==> src/rtl/mdriver_axil_bridge.sv <==
// Purpose : executes one mdriver exec/fin command as a single AXI4-Lite write or read.
// Latency : exec sampled at edge N -> fin high after edge N+3 with immediately-responding slave.
// Backpres: each AXI valid is held until its handshake; exec/fin is a four-phase handshake.
//
// Ports:
//   clk, nreset                 clock, synchronous active-low reset
//   si_address, si_data, we     command captured on the edge that samples exec=1 in IDLE
//   exec / fin                  four-phase request / completion
//   so_data, resp_err           last read data, last command response status
//   m_axi_aw*/w*/b*/ar*/r*      AXI4-Lite master port
module mdriver_axil_bridge #(
  parameter int C_AXI_DATA_WIDTH = 32,
  parameter int C_AXI_ADDR_WIDTH = 32
) (
  input  logic                          clk,
  input  logic                          nreset,
  input  logic [C_AXI_ADDR_WIDTH-1:0]   si_address,
  input  logic [C_AXI_DATA_WIDTH-1:0]   si_data,
  input  logic                          we,
  input  logic                          exec,
  output logic [C_AXI_DATA_WIDTH-1:0]   so_data,
  output logic                          fin,
  output logic                          resp_err,
  output logic [C_AXI_ADDR_WIDTH-1:0]   m_axi_awaddr,
  output logic [2:0]                    m_axi_awprot,
  output logic                          m_axi_awvalid,
  input  logic                          m_axi_awready,
  output logic [C_AXI_DATA_WIDTH-1:0]   m_axi_wdata,
  output logic [C_AXI_DATA_WIDTH/8-1:0] m_axi_wstrb,
  output logic                          m_axi_wvalid,
  input  logic                          m_axi_wready,
  input  logic [1:0]                    m_axi_bresp,
  input  logic                          m_axi_bvalid,
  output logic                          m_axi_bready,
  output logic [C_AXI_ADDR_WIDTH-1:0]   m_axi_araddr,
  output logic [2:0]                    m_axi_arprot,
  output logic                          m_axi_arvalid,
  input  logic                          m_axi_arready,
  input  logic [C_AXI_DATA_WIDTH-1:0]   m_axi_rdata,
  input  logic [1:0]                    m_axi_rresp,
  input  logic                          m_axi_rvalid,
  output logic                          m_axi_rready
);

  typedef enum logic [2:0] {
    IDLE    = 3'd0,
    WR_REQ  = 3'd1,
    WR_RESP = 3'd2,
    RD_REQ  = 3'd3,
    RD_RESP = 3'd4,
    DONE    = 3'd5
  } state_t;

  state_t                        state_q;
  logic [C_AXI_ADDR_WIDTH-1:0]   addr_q;
  logic [C_AXI_DATA_WIDTH-1:0]   wdata_q;
  logic [C_AXI_DATA_WIDTH-1:0]   so_data_q;
  logic                          awvalid_q;
  logic                          wvalid_q;
  logic                          bready_q;
  logic                          arvalid_q;
  logic                          rready_q;
  logic                          fin_q;
  logic                          resp_err_q;

  always_ff @(posedge clk) begin
    if (!nreset) begin
      state_q    <= IDLE;
      addr_q     <= '0;
      wdata_q    <= '0;
      so_data_q  <= '0;
      awvalid_q  <= 1'b0;
      wvalid_q   <= 1'b0;
      bready_q   <= 1'b0;
      arvalid_q  <= 1'b0;
      rready_q   <= 1'b0;
      fin_q      <= 1'b0;
      resp_err_q <= 1'b0;
    end else begin
      case (state_q)
        IDLE: begin
          if (exec) begin
            // Command fields are latched only here; later si_* changes are ignored.
            addr_q  <= si_address;
            wdata_q <= si_data;
            if (we) begin
              awvalid_q <= 1'b1;
              wvalid_q  <= 1'b1;
              state_q   <= WR_REQ;
            end else begin
              arvalid_q <= 1'b1;
              state_q   <= RD_REQ;
            end
          end
        end

        WR_REQ: begin
          // AW and W retire independently; a channel already retired counts as done.
          if (awvalid_q && m_axi_awready) awvalid_q <= 1'b0;
          if (wvalid_q && m_axi_wready)   wvalid_q  <= 1'b0;
          if ((!awvalid_q || m_axi_awready) && (!wvalid_q || m_axi_wready)) begin
            bready_q <= 1'b1;
            state_q  <= WR_RESP;
          end
        end

        WR_RESP: begin
          if (m_axi_bvalid) begin
            bready_q   <= 1'b0;
            resp_err_q <= (m_axi_bresp != 2'b00);
            fin_q      <= 1'b1;
            state_q    <= DONE;
          end
        end

        RD_REQ: begin
          if (m_axi_arready) begin
            arvalid_q <= 1'b0;
            rready_q  <= 1'b1;
            state_q   <= RD_RESP;
          end
        end

        RD_RESP: begin
          if (m_axi_rvalid) begin
            rready_q   <= 1'b0;
            so_data_q  <= m_axi_rdata;
            resp_err_q <= (m_axi_rresp != 2'b00);
            fin_q      <= 1'b1;
            state_q    <= DONE;
          end
        end

        DONE: begin
          // Leaving only on exec=0 means a held exec can never start a second command;
          // if exec already dropped early, fin is high for exactly this one cycle.
          if (!exec) begin
            fin_q   <= 1'b0;
            state_q <= IDLE;
          end
        end

        default: state_q <= IDLE;
      endcase
    end
  end

  assign so_data       = so_data_q;
  assign fin           = fin_q;
  assign resp_err      = resp_err_q;
  assign m_axi_awaddr  = addr_q;
  assign m_axi_araddr  = addr_q;
  assign m_axi_wdata   = wdata_q;
  assign m_axi_awprot  = 3'b000;
  assign m_axi_arprot  = 3'b000;
  assign m_axi_wstrb   = '1;
  assign m_axi_awvalid = awvalid_q;
  assign m_axi_wvalid  = wvalid_q;
  assign m_axi_bready  = bready_q;
  assign m_axi_arvalid = arvalid_q;
  assign m_axi_rready  = rready_q;

endmodule

==> config.mk <==
export PLATFORM = sky130hd
export DESIGN_NAME = mdriver_axil_bridge
export DESIGN_NICKNAME = d
export VERILOG_FILES = /design/src/rtl/mdriver_axil_bridge.sv
export SDC_FILE = /design/constraint.sdc
export NUM_CORES = 1
export LEC_CHECK = 0
export ABC_AREA = 1
export BUFFER_PORTS_ARGS = -buffer_cell sky130_fd_sc_hd__buf_2
export CORE_UTILIZATION = 49
export DETAILED_ROUTE_END_ITERATION = 16
export PLACE_DENSITY = 0.93
export SYNTH_ARGS = -nofsm -noshare
export SYNTH_HDL_FRONTEND = slang
export SYNTH_SLANG_ARGS = --single-unit
export TNS_END_PERCENT = 100
==> constraint.sdc <==
create_clock -name clk -period 3.7 [get_ports clk]
set_clock_uncertainty 0.15 [all_clocks]
set_input_delay 0 -clock clk [delete_from_list [all_inputs] [get_ports clk]]
set_output_delay 0 -clock clk [all_outputs]
set_load 0.1 [all_outputs]
# --- After elaboration in Yosys (flattened, before gate mapping) ---
# Index checks and enable logic that the tools add are counted.
op_classes:
  n_mux: 31
  n_reduce_logical: 26
  n_eq_ne: 15
op_table:
  columns: ["cell", "count"]
  rows:
  - ["!= test 2 bit, second input constant", 10]
  - ["two-way mux 3 bit", 6]
  - ["one-hot mux 3 bit (6 select lines)", 1]
  - ["two-way mux 1 bit", 16]
  - ["AND reduction 4 bit", 4]
  - ["nonzero test 2 bit", 7]
  - ["one-hot mux 1 bit (2 select lines)", 6]
  - ["AND reduction 3 bit", 3]
  - ["equality test 3 x 2 -> 1 bit, second input constant", 2]
  - ["equality test 3 bit, second input constant", 2]
  - ["AND reduction 6 bit", 1]
  - ["AND reduction 2 bit", 2]
  - ["equality test 3 x 1 -> 1 bit, second input constant", 1]
  - ["logical AND 1 bit", 3]
  - ["logical NOT 3 bit", 1]
  - ["one-hot mux 1 bit (3 select lines)", 1]
  - ["nonzero test 3 bit", 1]
  - ["logical NOT 1 bit", 2]
  - ["logical OR 1 bit", 2]
  - ["two-way mux 2 bit", 1]
totals:
  word_cells: 83
  regBits: 106
  in_bits: 109
  out_inout_bits: 145

# --- Longest topological paths before layout ---
logic_depth:
  depth_word: 5
  depth_mapped: 10
  depth_no_buf: 9

# --- Worst setup path after synthesis ---
# Ideal clock, no wire load.
synth_timing:
  kind: "reg2reg"
  startpoint: "register awvalid_q, in the netlist m_axi_awvalid"
  endpoint: "register state_q[0]"
  path_stages_with_launch: 8
  t_required_ps: 3435
  setup_time_ps: 115
  slack_ps: 1956
  synth_period_minus_slack_ps: 1744
  path_buffers: 0
  arrival_ps: 1479
  cell_sequence: "dfxtp_1 -> nand2_1 -> nand2_1 -> nand2_1 -> nand2_1 -> nor2_2 -> a21oi_1 -> nor2_1"
synth_between:
  elab_chain_len: 5
synth_rtl:
  columns: ["element", "line_no", "rtl"]
  rows:
  - ["start: declaration", "58", "logic awvalid_q;"]
  - ["start signal: assignment", "72", "awvalid_q <= 1'b0;"]
  - ["start signal: assignment", "87", "awvalid_q <= 1'b1;"]
  - ["start signal: assignment", "99", "if (awvalid_q && m_axi_awready) awvalid_q <= 1'b0;"]
  - ["logical NOT 1 bit", "101", "if ((!awvalid_q || m_axi_awready) && (!wvalid_q || m_axi_wready)) begin"]
  - ["logical OR 1 bit", "101", null]
  - ["logical AND 1 bit", "101", null]
  - ["!= test 2 bit (no source line)", null, null]
  - ["AND reduction 6 bit (no source line)", null, null]
  - ["end signal: assignment", "103", "state_q <= WR_RESP;"]
  - ["end signal: assignment", "112", "state_q <= DONE;"]
  - ["end signal: assignment", "120", "state_q <= RD_RESP;"]
  - ["end: declaration", "54", "state_t state_q;"]
# Every way passes these cells.
# A chain may end at the register's enable or synchronous reset.

# --- Worst setup path in the final report ---
layout_timing:
  startpoint: "register state_q[1]"
  endpoint: "register resp_err_q, in the netlist resp_err"
layout_between:
  elab_chain_len: 3
  elab_cells_between_ends: 7
  classes_between: "eq/ne (4); mux (1); reduce/logical (2)"
layout_rtl:
  columns: ["element", "line_no", "rtl"]
  rows:
  - ["start signal: assignment", "68", "state_q <= IDLE;"]
  - ["start signal: assignment", "89", "state_q <= WR_REQ;"]
  - ["start signal: assignment", "92", "state_q <= RD_REQ;"]
  - ["equality test 3 bit or equality test 3 x 2 -> 1 bit (tied branches)", "80", "case (state_q)"]
  - ["!= test 2 bit (no source line) or nonzero test 2 bit (tied branches)", null, null]
  - ["AND reduction 3 bit (no source line)", null, null]
  - ["end signal: assignment", "110", "resp_err_q <= (m_axi_bresp != 2'b00);"]
  - ["end signal: assignment", "128", "resp_err_q <= (m_axi_rresp != 2'b00);"]
  - ["end: declaration", "64", "logic resp_err_q;"]
# Several ways; a longest one is shown, not always the timed one.

==> summary.txt <==
Routing
  – DRC: 0
  – Vias: 4944
  – WL per Instance: between 15 and 20 um
  – Vias per Instance: approximately 5.0
  – Final wirelength: between 15000 and 20000 um
  – DR pass1 iterations: 5
  – Final ANT Viol Nets: 0
  – DRC marker count from the first detailed-route iteration: around 180

Die
  – DIE WIDTH: 100.6 um
  – Io pins: roughly 250
  – Die Ht: about 100 um
  – Die area: between 0.01 and 0.015 mm2
  – Core Region: around 0.0093 mm2
  – Starting Density: 0.5104
  – Row cnt: 35

Worst setup path
  – Worst Path Arrival: between 2 and 3 ns
  – Setup CP Type: flop to flop
  – Crit path launch type: flop
  – Crit path buffers/inverters: 3
  – Required time of the critical path: between 3 and 4 ns
  – Largest fanout on the critical path: 9
  – CP most frequent cell: dlygate4sd3_1
  – CP peak stage delay: 0.60 ns
  – Start point of the critical path: state_q[1]
  – Top cell family by delay on the critical path: buffers and inverters
  – Crit-path slowest cell: dfxtp_1
  – CP Cell Sequence: inv_2, nand2_4, nor2_8, o31ai_1, dlygate4sd3_1, a21oi_1, dlygate4sd3_1
  – Crit. End Element: flop
  – Critical R2R Launch: state_q[1]

Synth
  – Ys async rst share: 0
  – Syn avg cell area: 8.672 um2
  – Count leader, synth: nand2_1
  – Yosys reg bits: roughly 110
  – Ranking of synthesized cells by area: dfxtp_1 45%, a21oi_2 13%, nand2_1 11%
  – Warnings, synthesis: 0
  – Cells after Synth: around 550
  – Area of the mapped netlist: roughly 0.0048 mm2
  – Synth cell types: 30
  – Synth cell count leaders: 143 x nand2_1, 106 x dfxtp_1, 70 x nand2_2
  – Seq/Total Area, Yosys: 0.4457
  – Post-synth EDFFs: 0
  – Largest area contributor in the netlist: dfxtp_1
  – Prevailing post-synth register cell: dfxtp_1
  – Area share of the largest cell type after synthesis: 0.4457

Clock tree
  – Clock Tree Root: clkbuf_8
  – H-tree levels: 3
  – Post-CTS Setup Bufs: 0
  – CTS clk-pin slew, worst paths: between 0.1 and 0.15 ns
  – Clock Path Buffers: 2
  – CTS tree: built
  – CTS sink cnt: 106
  – Clk Latency, worst-skew pair: roughly 0.36 ns
  – CTS Buf Count: 9

STA
  – Setup violations, final: 0
  – Setup TNS: 0 ns
  – Period utilization: 0.7150
  – Fmax achieved: 378.0 MHz
  – Min cycle time layout: approximately 2.6 ns
  – Slew Limit Fails: 0
  – Worst rel slew slack: 0.3086
  – Worst slew pin tran: approximately 1.0 ns
  – RSZ-0062 raised after global routing: no
  – Final Hold Vio Count: 0

Global routing
  – Vias in the first global route: just under 5000
  – GRT Overall Usage: 0.3058
  – Initial antenna violation count: 1
  – Global-route wire length before repair: 23940 um
  – Total gr overflow: 0
  – Largest net degree at the start of global routing: between 70 and 80

Placement
  – Routability cong.: approximately 0.87
  – Buffers on Ports: 243
  – Hpwl dp: 8433 um

Layout
  – Share of cells above drive strength 1: 0.4836
  – Nets@finish: about 960
  – Synth-to-layout area growth: 45.44%

Power and ir drop
  – Peak VDD IR: ~0.53 mV
  – Leak: roughly 3.2 nW
  – Power Density: between 700 and 800 mW/mm2
  – Total Power: between 5 and 6 mW

Outcome
  – Outcome: complete, no violations

Worst hold path
  – Hold_sp: si_address[6]
  – Worst min-delay path category: primary input to flop

Run
  – MaxCap Viol Count: 0
## repair_timing
item,CTS,global route
hold buffers,108,0
resized for setup,0,0
hold endpoints to repair,106,0
## layer usage
layer,up-vias,wire length [um],GRT usage
met5,-,0,0
met4,0,754,0.1906
met3,74,1322,0.07836
met2,335,7990,0.5643
met1,2241,5470,0.3059
li1,2294,-,-
## final cells by class
class / instances / area [um2]
antenna: 3 / 7.507
clock buffer: 9 / 123.9
clock inverter: 6 / 76.32
fill: 615 / 2404
inverter: 14 / 60.06
multi-input combinational: 362 / 2018
sequential: 106 / 2122
tap: 129 / 161.4
timing repair buffer: 357 / 2355
## cell usage in the layout, fill, tap and decap left out, types with 2 or more instances in the layout
| master | count |
|---|---|
| inv_8 | 2 |
| dlygate4sd3_1 | 108 |
| inv_1 | 10 |
| clkinvlp_4 | 2 |
| o21ai_0 | 6 |
| buf_2 | 243 |
| nand2_1 | 143 |
| buf_4 | 5 |
| nand2_4 | 2 |
| nand2_2 | 70 |
| diode_2 | 3 |
| dfxtp_1 | 106 |
| nor2_1 | 8 |
| a21oi_2 | 69 |
| conb_1 | 10 |
| nand3_1 | 8 |
| inv_2 | 2 |
| clkbuf_8 | 9 |
| a21oi_1 | 36 |
## registers in the layout (all words and copies together), names as in the netlist
signal	count
m_axi_araddr	32
state_q	3
m_axi_awvalid	1
m_axi_bready	1
m_axi_rready	1
m_axi_wdata	32
m_axi_arvalid	1
m_axi_wvalid	1
fin	1
resp_err	1
so_data	32
## kinds of logic after synthesis
family | share of synthesized area
and+or+nand+nor | 0.2384
AOI/OAI and AO/OA | 0.1777
DFF | 0.4457
buffers and inverters | 0.1367
other | 0.001577
## worst register-to-register path, stage by stage, from the launching register on
cell	delay, ns
dfxtp_1	0.60
inv_2	0.12
nand2_4	0.12
nor2_8	0.05
o31ai_1	0.27
dlygate4sd3_1	0.60
a21oi_1	0.07
dlygate4sd3_1	0.57
## final timing paths
| path | endpoint | depth (start not counted) | slack, ns |
|---|---|---|---|
| min | m_axi_araddr[6] | 4 | 0.26 |
| min reg2reg | m_axi_wdata[1] | 2 | 0.32 |
| max | resp_err | 7 | 1.05 |
| max reg2reg | resp_err | 7 | 1.05 |
## through the flow
step	cells	instance area (um2)	hold slack, ns	util	setup WS [ns]
floorplan	557	4791	-0.02927	-	1.956
global placement	860	5635	0.09968	0.6042	1.677
detailed placement	860	5635	0.1044	0.6042	1.617
CTS	983	6917	0.2519	0.7415	1.244
global route	984	6919	0.2590	0.7418	0.9888
finish	986	6924	0.2637	0.7423	1.054
## power breakdown
| part | total (mW) | internal (mW) | switching [mW] |
|---|---|---|---|
| sequential | 1.52 | 1.35 | 0.172 |
| combinational | 3.24 | 0.580 | 2.66 |
| clock | 0.732 | 0.320 | 0.412 |
| total | 5.49 | 2.25 | 3.25 |
No activity file was read; power rests on OpenSTA's default activity.
